===== src/rtl/fluxo_dados_genius_param_pkg.sv =====
// Shared constants and helpers for the sequence-memory game datapath
// and its control unit.
package fluxo_dados_genius_param_pkg;

  // Default game geometry, also used by unidade_controle.
  localparam int NCHAVES_DEF = 4;
  localparam int DEPTH_DEF   = 16;
  localparam int TIMEOUT_DEF = 5000;

  // Bits needed to hold values 0..n-1; never less than one bit.
  function automatic int clog2(input int n);
    int r;
    r = 0;
    for (int i = 0; i < 31; i++) begin
      if ((1 << i) < n) r = i + 1;
    end
    return (r < 1) ? 1 : r;
  endfunction

endpackage


===== src/rtl/fluxo_dados_genius_param_contador.sv =====
// Modulo-M up counter with sync clear, count enable, and
// terminal (M-1) and half-way (M/2) decodes.
module contador_param
  import fluxo_dados_genius_param_pkg::*;
#(
  parameter int M = 16,
  localparam int W = clog2(M)
) (
  input  logic         i_clk,
  input  logic         i_rst_n,
  input  logic         i_zera,
  input  logic         i_conta,
  output logic [W-1:0] o_q,
  output logic         o_fim,
  output logic         o_meio
);

  localparam logic [W-1:0] LAST = W'(M - 1);
  localparam logic [W-1:0] MID  = W'(M / 2);

  logic [W-1:0] r_q;

  // Count register: clear wins over count, wraps from M-1 back to 0.
  always_ff @(posedge i_clk or negedge i_rst_n) begin
    if (!i_rst_n) begin
      r_q <= '0;
    end else if (i_zera) begin
      r_q <= '0;
    end else if (i_conta) begin
      r_q <= (r_q == LAST) ? '0 : r_q + W'(1);
    end
  end

  assign o_q    = r_q;
  assign o_fim  = (r_q == LAST);
  assign o_meio = (r_q == MID);

endmodule


===== src/rtl/fluxo_dados_genius_param.sv =====
// Datapath of the sequence-memory game: address/round/timer counters,
// played-key register, recordable sequence RAM, compare logic and a
// key-press edge detector. Sequencing comes from unidade_controle.
// RAM power-up contents are undefined; the controller records a
// sequence before it is played back.
module fluxo_dados_genius_param
  import fluxo_dados_genius_param_pkg::*;
#(
  parameter int NCHAVES = NCHAVES_DEF,
  parameter int DEPTH   = DEPTH_DEF,
  parameter int TIMEOUT = TIMEOUT_DEF,
  localparam int AW     = clog2(DEPTH),
  localparam int TW     = clog2(TIMEOUT)
) (
  input  logic               clock,
  input  logic               reset,
  input  logic               zeraE,
  input  logic               contaE,
  input  logic               zeraRod,
  input  logic               contaRod,
  input  logic               zeraT,
  input  logic               contaT,
  input  logic               zeraR,
  input  logic               registraR,
  input  logic               escreveM,
  input  logic [NCHAVES-1:0] chaves,
  output logic               fimE,
  output logic               fimRod,
  output logic               fimT,
  output logic               meioT,
  output logic               igual,
  output logic               enderecoIgualRodada,
  output logic               jogada_valida,
  output logic               jogada_feita,
  output logic               db_tem_jogada,
  output logic [AW-1:0]      db_contagem,
  output logic [AW-1:0]      db_rodada,
  output logic [NCHAVES-1:0] db_memoria,
  output logic [NCHAVES-1:0] db_jogada
);

  logic [AW-1:0]      w_endereco;
  logic [AW-1:0]      w_rodada;
  logic [TW-1:0]      w_timer_unused;
  logic               w_meioE_unused;
  logic               w_meioRod_unused;
  logic [NCHAVES-1:0] w_dado_mem;
  logic               w_tem_jogada;

  logic [NCHAVES-1:0] r_jogada;
  logic               r_hist;
  logic [NCHAVES-1:0] r_mem [DEPTH];

  contador_param #(.M(DEPTH)) u_cont_endereco (
    .i_clk   (clock),
    .i_rst_n (reset),
    .i_zera  (zeraE),
    .i_conta (contaE),
    .o_q     (w_endereco),
    .o_fim   (fimE),
    .o_meio  (w_meioE_unused)
  );

  contador_param #(.M(DEPTH)) u_cont_rodada (
    .i_clk   (clock),
    .i_rst_n (reset),
    .i_zera  (zeraRod),
    .i_conta (contaRod),
    .o_q     (w_rodada),
    .o_fim   (fimRod),
    .o_meio  (w_meioRod_unused)
  );

  contador_param #(.M(TIMEOUT)) u_cont_timer (
    .i_clk   (clock),
    .i_rst_n (reset),
    .i_zera  (zeraT),
    .i_conta (contaT),
    .o_q     (w_timer_unused),
    .o_fim   (fimT),
    .o_meio  (meioT)
  );

  // Played-key register: clear wins over load.
  always_ff @(posedge clock or negedge reset) begin
    if (!reset) begin
      r_jogada <= '0;
    end else if (zeraR) begin
      r_jogada <= '0;
    end else if (registraR) begin
      r_jogada <= chaves;
    end
  end

  // Sequence RAM write port; uses the current (pre-edge) register
  // value and address, so same-cycle load/count see the old values.
  always_ff @(posedge clock) begin
    if (escreveM) begin
      r_mem[w_endereco] <= r_jogada;
    end
  end

  assign w_dado_mem   = r_mem[w_endereco];
  assign w_tem_jogada = |chaves;

  // Key-activity history for rising-edge detection.
  always_ff @(posedge clock or negedge reset) begin
    if (!reset) begin
      r_hist <= 1'b0;
    end else begin
      r_hist <= w_tem_jogada;
    end
  end

  // Reset gates the pulse so nothing is reported while held in reset;
  // a key held across release still yields one pulse right after.
  assign jogada_feita = reset & w_tem_jogada & ~r_hist;

  assign jogada_valida       = (chaves != '0) &&
                               ((chaves & (chaves - NCHAVES'(1))) == '0);
  assign igual               = (w_dado_mem == r_jogada);
  assign enderecoIgualRodada = (w_endereco == w_rodada);
  assign db_tem_jogada       = w_tem_jogada;
  assign db_contagem         = w_endereco;
  assign db_rodada           = w_rodada;
  assign db_memoria          = w_dado_mem;
  assign db_jogada           = r_jogada;

endmodule

===== config.mk =====
export PLATFORM = sky130hd
export DESIGN_NAME = fluxo_dados_genius_param
export DESIGN_NICKNAME = d
export VERILOG_FILES = /design/src/rtl/fluxo_dados_genius_param_pkg.sv /design/src/rtl/fluxo_dados_genius_param_contador.sv /design/src/rtl/fluxo_dados_genius_param.sv
export SDC_FILE = /design/constraint.sdc
export NUM_CORES = 1
export LEC_CHECK = 0
export BUFFER_PORTS_ARGS = -buffer_cell sky130_fd_sc_hd__buf_2
export CAP_MARGIN = 15
export CORE_MARGIN = 2
export CORE_UTILIZATION = 53
export DETAILED_ROUTE_END_ITERATION = 7
export PLACE_DENSITY = 0.73
export SYNTH_ARGS = -nofsm -noshare
export SYNTH_HDL_FRONTEND = slang
export SYNTH_SLANG_ARGS = --single-unit
export TNS_END_PERCENT = 1

===== constraint.sdc =====
create_clock -name clock -period 2.3 [get_ports clock]
set_clock_uncertainty 0.05 [all_clocks]
set_input_delay 0.23 -clock clock [delete_from_list [all_inputs] [get_ports clock]]
set_output_delay 0.23 -clock clock [all_outputs]
set_load 0.05 [all_outputs]

* Word level (Yosys, flattened, before mapping)
Memories as Yosys holds them, arrays and structs flattened. Cells that the tools add are included.
Cells by class: add/sub/neg operators 4, $mul 0, divide/modulo/power cells 0, magnitude comparators 0, equality and inequality tests 6, shifts and indexed selects 0, muxes and demuxes 13, bitwise gates (word level) 4, reduce and logical (&&, ||, !) cells 8
Operator list (count):
- 13-bit two-way mux | 3
- 4-bit two-way mux | 8
- 13-bit by 1-bit adder with 13-bit output (second input constant) | 1
- 13-bit by 12-bit == test with 1-bit output (second input constant) | 1
- 13-bit == test (second input constant) | 1
- 4-bit by 1-bit adder with 4-bit output (second input constant) | 2
- 4-bit == test | 2
- 4-bit == test (second input constant) | 2
- 2-bit nonzero test | 4
- 4-bit AND | 1
- 4-bit logical NOT | 1
- 4-bit nonzero test | 1
- 4-bit OR reduction | 1
- 4-bit by 1-bit subtractor with 4-bit output (second input constant) | 1
- 1-bit AND | 2
- 1-bit two-way mux | 2
- 1-bit logical AND | 1
- 1-bit inverter | 1
Storage, ports and cells: flip-flop bits (word level) 26, bits in latches 0, bits in writable memories 64, ROM bits 0, bits of input ports 15, output and inout port bits 25, word-level logic and storage cells 41, memories 1
Memories:
- r_mem | depth 16, width 4, rd ports 1, clocked after memory_dff 0, wr ports 1, RTL line fluxo_dados_genius_param.sv:52 | logic [NCHAVES-1:0] r_mem [DEPTH];

* Longest topological paths before layout
depth in word-level cells 4, mapped depth 7, gate-level depth less buffers 6

* By module
A second synthesis with hierarchy kept.
Second synthesis, totals: cells, all modules 315, area total of the unflattened synthesis 4217.8 µm²
Modules (own cells, without submodules):
- fluxo_dados_genius_param | instances 1, cells an instance 187, area each 3002.9 µm², sequential area each 2047.0 µm²
- contador_param (u_cont_timer) | instances 1, cells an instance 82, area each 743.2 µm², sequential area each 325.3 µm²
- contador_param (u_cont_endereco) | instances 1, cells an instance 22, area each 247.7 µm², sequential area each 100.1 µm²
- contador_param (u_cont_rodada) | instances 1, cells an instance 24, area each 224.0 µm², sequential area each 100.1 µm²

* Worst setup path after synthesis
Ideal clock, no wire load.
path kind reg2out, from register u_cont_endereco.r_q[3] (netlist: u_cont_endereco.o_q[3]), to output port igual, data arrival time 2.893 ns, required time 2.020 ns, setup slack -0.873 ns, cell stages (with the launch flop) 8, path buffers 2, cell sequence dfrtp_1 > buf_2 > buf_2 > mux4_2 > mux2_2 > mux2i_1 > xnor2_1 > nor4_2
On the way: cells in the longest elaborated chain, start to end 2
Ends and longest elaborated chain:
- start: declaration | RTL line fluxo_dados_genius_param_contador.sv:21 | logic [W-1:0] r_q;
- start signal: assignment | RTL line fluxo_dados_genius_param_contador.sv:30 | r_q <= (r_q == LAST) ? '0 : r_q + W'(1);
- memory 16 x 4 bit
- 4-bit == test | RTL line fluxo_dados_genius_param.sv:121 | assign igual = (w_dado_mem == r_jogada);
- end: declaration | RTL line fluxo_dados_genius_param.sv:31 | output logic igual,
No other way between the ends.

* Final worst setup path
from register u_cont_endereco.r_q[2] (netlist: u_cont_endereco.o_q[2]), to output port igual
Same word-level chain as after synthesis.

==> flow_summary.toml <==
[logic_synthesis]
synth_xor_area_share_pct = 3.57
synth_ff_type = "edfxtp_1"
netlist_area_mm2 = 0.00417
synth-seq-cells = 90
yosys.area_share.adder_pct = 2.10
ys_top_cells_by_area = "edfxtp_1 46%, dfrtp_1 16%, mux4_2 6.5%, mux2i_1 4.1%, nor2_1 3.0%"
synth-seq-area-share_pct = 61.7
syn_avg_cell_area_um2 = 13.4
synthMuxAreaShare_pct = 12.2
async_flop_share_pct = 28.9
ys_warn_count = 0
synth_largest_area_cell = "edfxtp_1"
synth_compound_area_share_pct = 4.65
synth_edf_count = 64
synth_top_area_share_pct = 46.1
synthSimpleGateAreaFrac_pct = 13.9
synthCells = 311
synth_top_family_by_area = "simple AND/OR/NAND/NOR gates"
yosysUniqueCellTypes = 48
syn-num-nets = 333
synth_common_cells = "64 x edfxtp_1, 33 x nor2_1, 28 x nand2_1"
synth_most_common_cell = "edfxtp_1"

[clock_tree]
clk_latency_ns = 0.34
cts_tree = "built"
clkTransAtPathRegs_ns = 0.08
cts_root_buf = "clkbuf_8"
cts_sinks = 90
cts-htree-levels = 3
clockBufferDepth = 2
cts_buffers = 9

[hold_path]
hold_path.startpoint = "zeraRod"
worstHoldPathType = "in2reg"

[timing]
setup_slack_ns = -0.439
max_freq_mhz = 365
min_period_over_period_pct = 119
finalHoldWorstSlack_ns = 0.0185
worst_pin_slew_ns = 0.663
grt_setup_unrepaired = "true"
timing.slew.headroom_pct = 55.7
fin_crit_ns = 2.74
hold_violations = 0
finalSetupViolations = 5
maxSlewViolCount = 0

[routing]
drt_iter0_markers = 281
drt-total-wl_um = 8730
first_pass_iters = 4
drtAntennaViolNets = 0
vias = 2744
post_drt_wl_per_cell_um = 18.0
drc = 0
routed_via_density = 5.65

[floorplan]
die_x_um = 92.7
ios = 40
core-area_mm2 = 0.00769
die_y_um = 92.7
rows = 32
start_util_pct = 54.2
fp.dieArea_mm2 = 0.00859

[worst_setup_path]
rr_startpoint = "u_cont_endereco.o_q[0]$_DFFE_PN0P_"
worstPathMaxFanout = 8
cp.required_ns = 2.02
max_stage_delay_ns = 0.50
critPathLaunchType = "register"
cp_top_family = "multiplexers"
cpMaxStageDelayCell = "mux4_2"
critical_path_buf_inv_count = 3
critical_path_arrival_ns = 2.46
critPathCaptureType = "output pin"
worstSetupStartpoint = "u_cont_endereco.o_q[2]$_DFFE_PN0P_"
criticalPathCategory = "reg2out"
path_cells = "buf_12, buf_8, mux4_2, mux2_4, mux2i_4, xnor2_2, nor4_4, buf_6"

[finish]
final_area_mm2 = 0.00501
nets = 401
fillers = 580
syn2layout_area_growth_pct = 20.2
final_cells = 486
diodes = 0
drive_above_1_share_pct = 30.2

[global_routing]
grt.overflow.total = 0
grt_pass1_vias = 2706
grt_max_degree = 27
grt_pass1_wl_um = 13700
antenna_found_initial = 0
track_usage_pct = 21.4

[placed_design]
hpwlAfterDp_um = 6140
portBuffers = 39
placedInstanceArea_mm2 = 0.00466
gp_congestion = 0.868
dp_cells = 465

[run_status]
status = "complete, but fails checks"
violations = "setup timing"

[pwr]
cellLeakagePower_nw = 1.94
vdd_drop_max_v = 0.000289
power.density_mw_per_mm2 = 644

[job]
maxCapViolations = 0
-- path summary, 6_finish.rpt --
| path | endpoint | depth (start not counted) | slack (ns) |
|---|---|---|---|
| min in group asynchronous | u_cont_rodada.o_q[0]$_DFFE_PN0P_ | 3 | 0.43 |
| max reg2reg | r_mem[8][1]$_DFFE_PP_ | 4 | 0.17 |
| max in group asynchronous | db_jogada[3]$_DFFE_PN0P_ | 3 | 1.51 |
| min reg2reg | u_cont_timer.o_q[7]$_DFFE_PN0P_ | 1 | 0.49 |
| min | u_cont_rodada.o_q[2]$_DFFE_PN0P_ | 2 | 0.02 |
| max | igual | 8 | -0.44 |
-- cell type report --
type                       instances  area, um2  area share [%]
clock inverter                     6       57.6            1.15
tap                              102        128            2.55
sequential                        90       2570            51.3
inverter                           8       30.0           0.599
multi-input combinational        203       1620            32.3
clock buffer                      10        128            2.55
timing repair buffer              67        478            9.54
-- where the power goes --
| part | total (mW) | switching, mW | internal (mW) | leakage, nW |
|---|---|---|---|---|
| sequential | 1.79 | 0.0262 | 1.76 | 0.942 |
| combinational | 0.431 | 0.271 | 0.159 | 0.907 |
| clock | 1.00 | 0.512 | 0.493 | 0.0874 |
-- metal layers --
metal | up-vias | track usage [%] | routed length (um) | share of wire [%]
met5 | - | 0 | 0 | 0
met4 | 0 | 7.60 | 110 | 1.3
met3 | 10 | 3.01 | 440 | 5.0
met2 | 82 | 34.9 | 4350 | 50
met1 | 1357 | 29.9 | 3820 | 44
li1 | 1295 | - | - | -
-- cell families after synthesis --
group	after synthesis
compound gates	32
xor+xnor	17
fa+ha+maj	7
buf+inv	18
flops	90
mux	34
simple gates	113
-- metrics by stage --
| step | worst slack (ns) | power, mW | utilization, % | TNS [ns] |
|---|---|---|---|---|
| 5_1_grt | -0.537 | 3.34 | 65.2 | -1.58 |
| 3_3_place_gp | -0.139 | 2.20 | 60.7 | -0.139 |
| 6_report | -0.439 | 3.23 | 65.2 | -1.05 |
| 3_5_place_dp | -0.204 | 2.21 | 60.7 | -0.204 |
| 4_1_cts | -0.434 | 3.24 | 64.5 | -0.800 |
| 2_1_floorplan | -0.591 | 2.07 | - | -7.81 |
-- sequential cells by signal (all words and copies together), names as in the netlist --
| signal | flops |
|---|---|
| r_hist | 1 |
| u_cont_timer.o_q | 13 |
| r_mem | 64 |
| u_cont_endereco.o_q | 4 |
| db_jogada | 4 |
| u_cont_rodada.o_q | 4 |
-- what timing repair did --
| action | in CTS | in global routing |
|---|---|---|
| setup endpoints to repair | 6 | 6 |
| hold endpoints to repair | 26 | 0 |
| pin swaps | 1 | 1 |
| resized for setup | 23 | 11 |
| setup buffers | 1 | 3 |
| hold buffers | 1 | 0 |
-- cell usage in the layout, fill, tap and decap left out, drive strengths merged, types with 2 or more instances in the layout --
cell type and instances:
nor2 34, and2 4, dfrtp 26, nand2 28
xnor2 4, buf 66, ha 7, mux2i 18
xor2 13, nor3b 3, inv 8, a31oi 2
a211oi 2, o21ai 10, nand4 4, nor2b 2
a21oi 9, and3 3, a22oi 4, or3 5
nor4 6, clkinvlp 2, clkinv 3, mux4 12
nand2b 3, mux2 4, or4 2, nor3 5
clkbuf 10, nand3 6, edfxtp 64, and4 2
(Power assumes the default switching activity.)
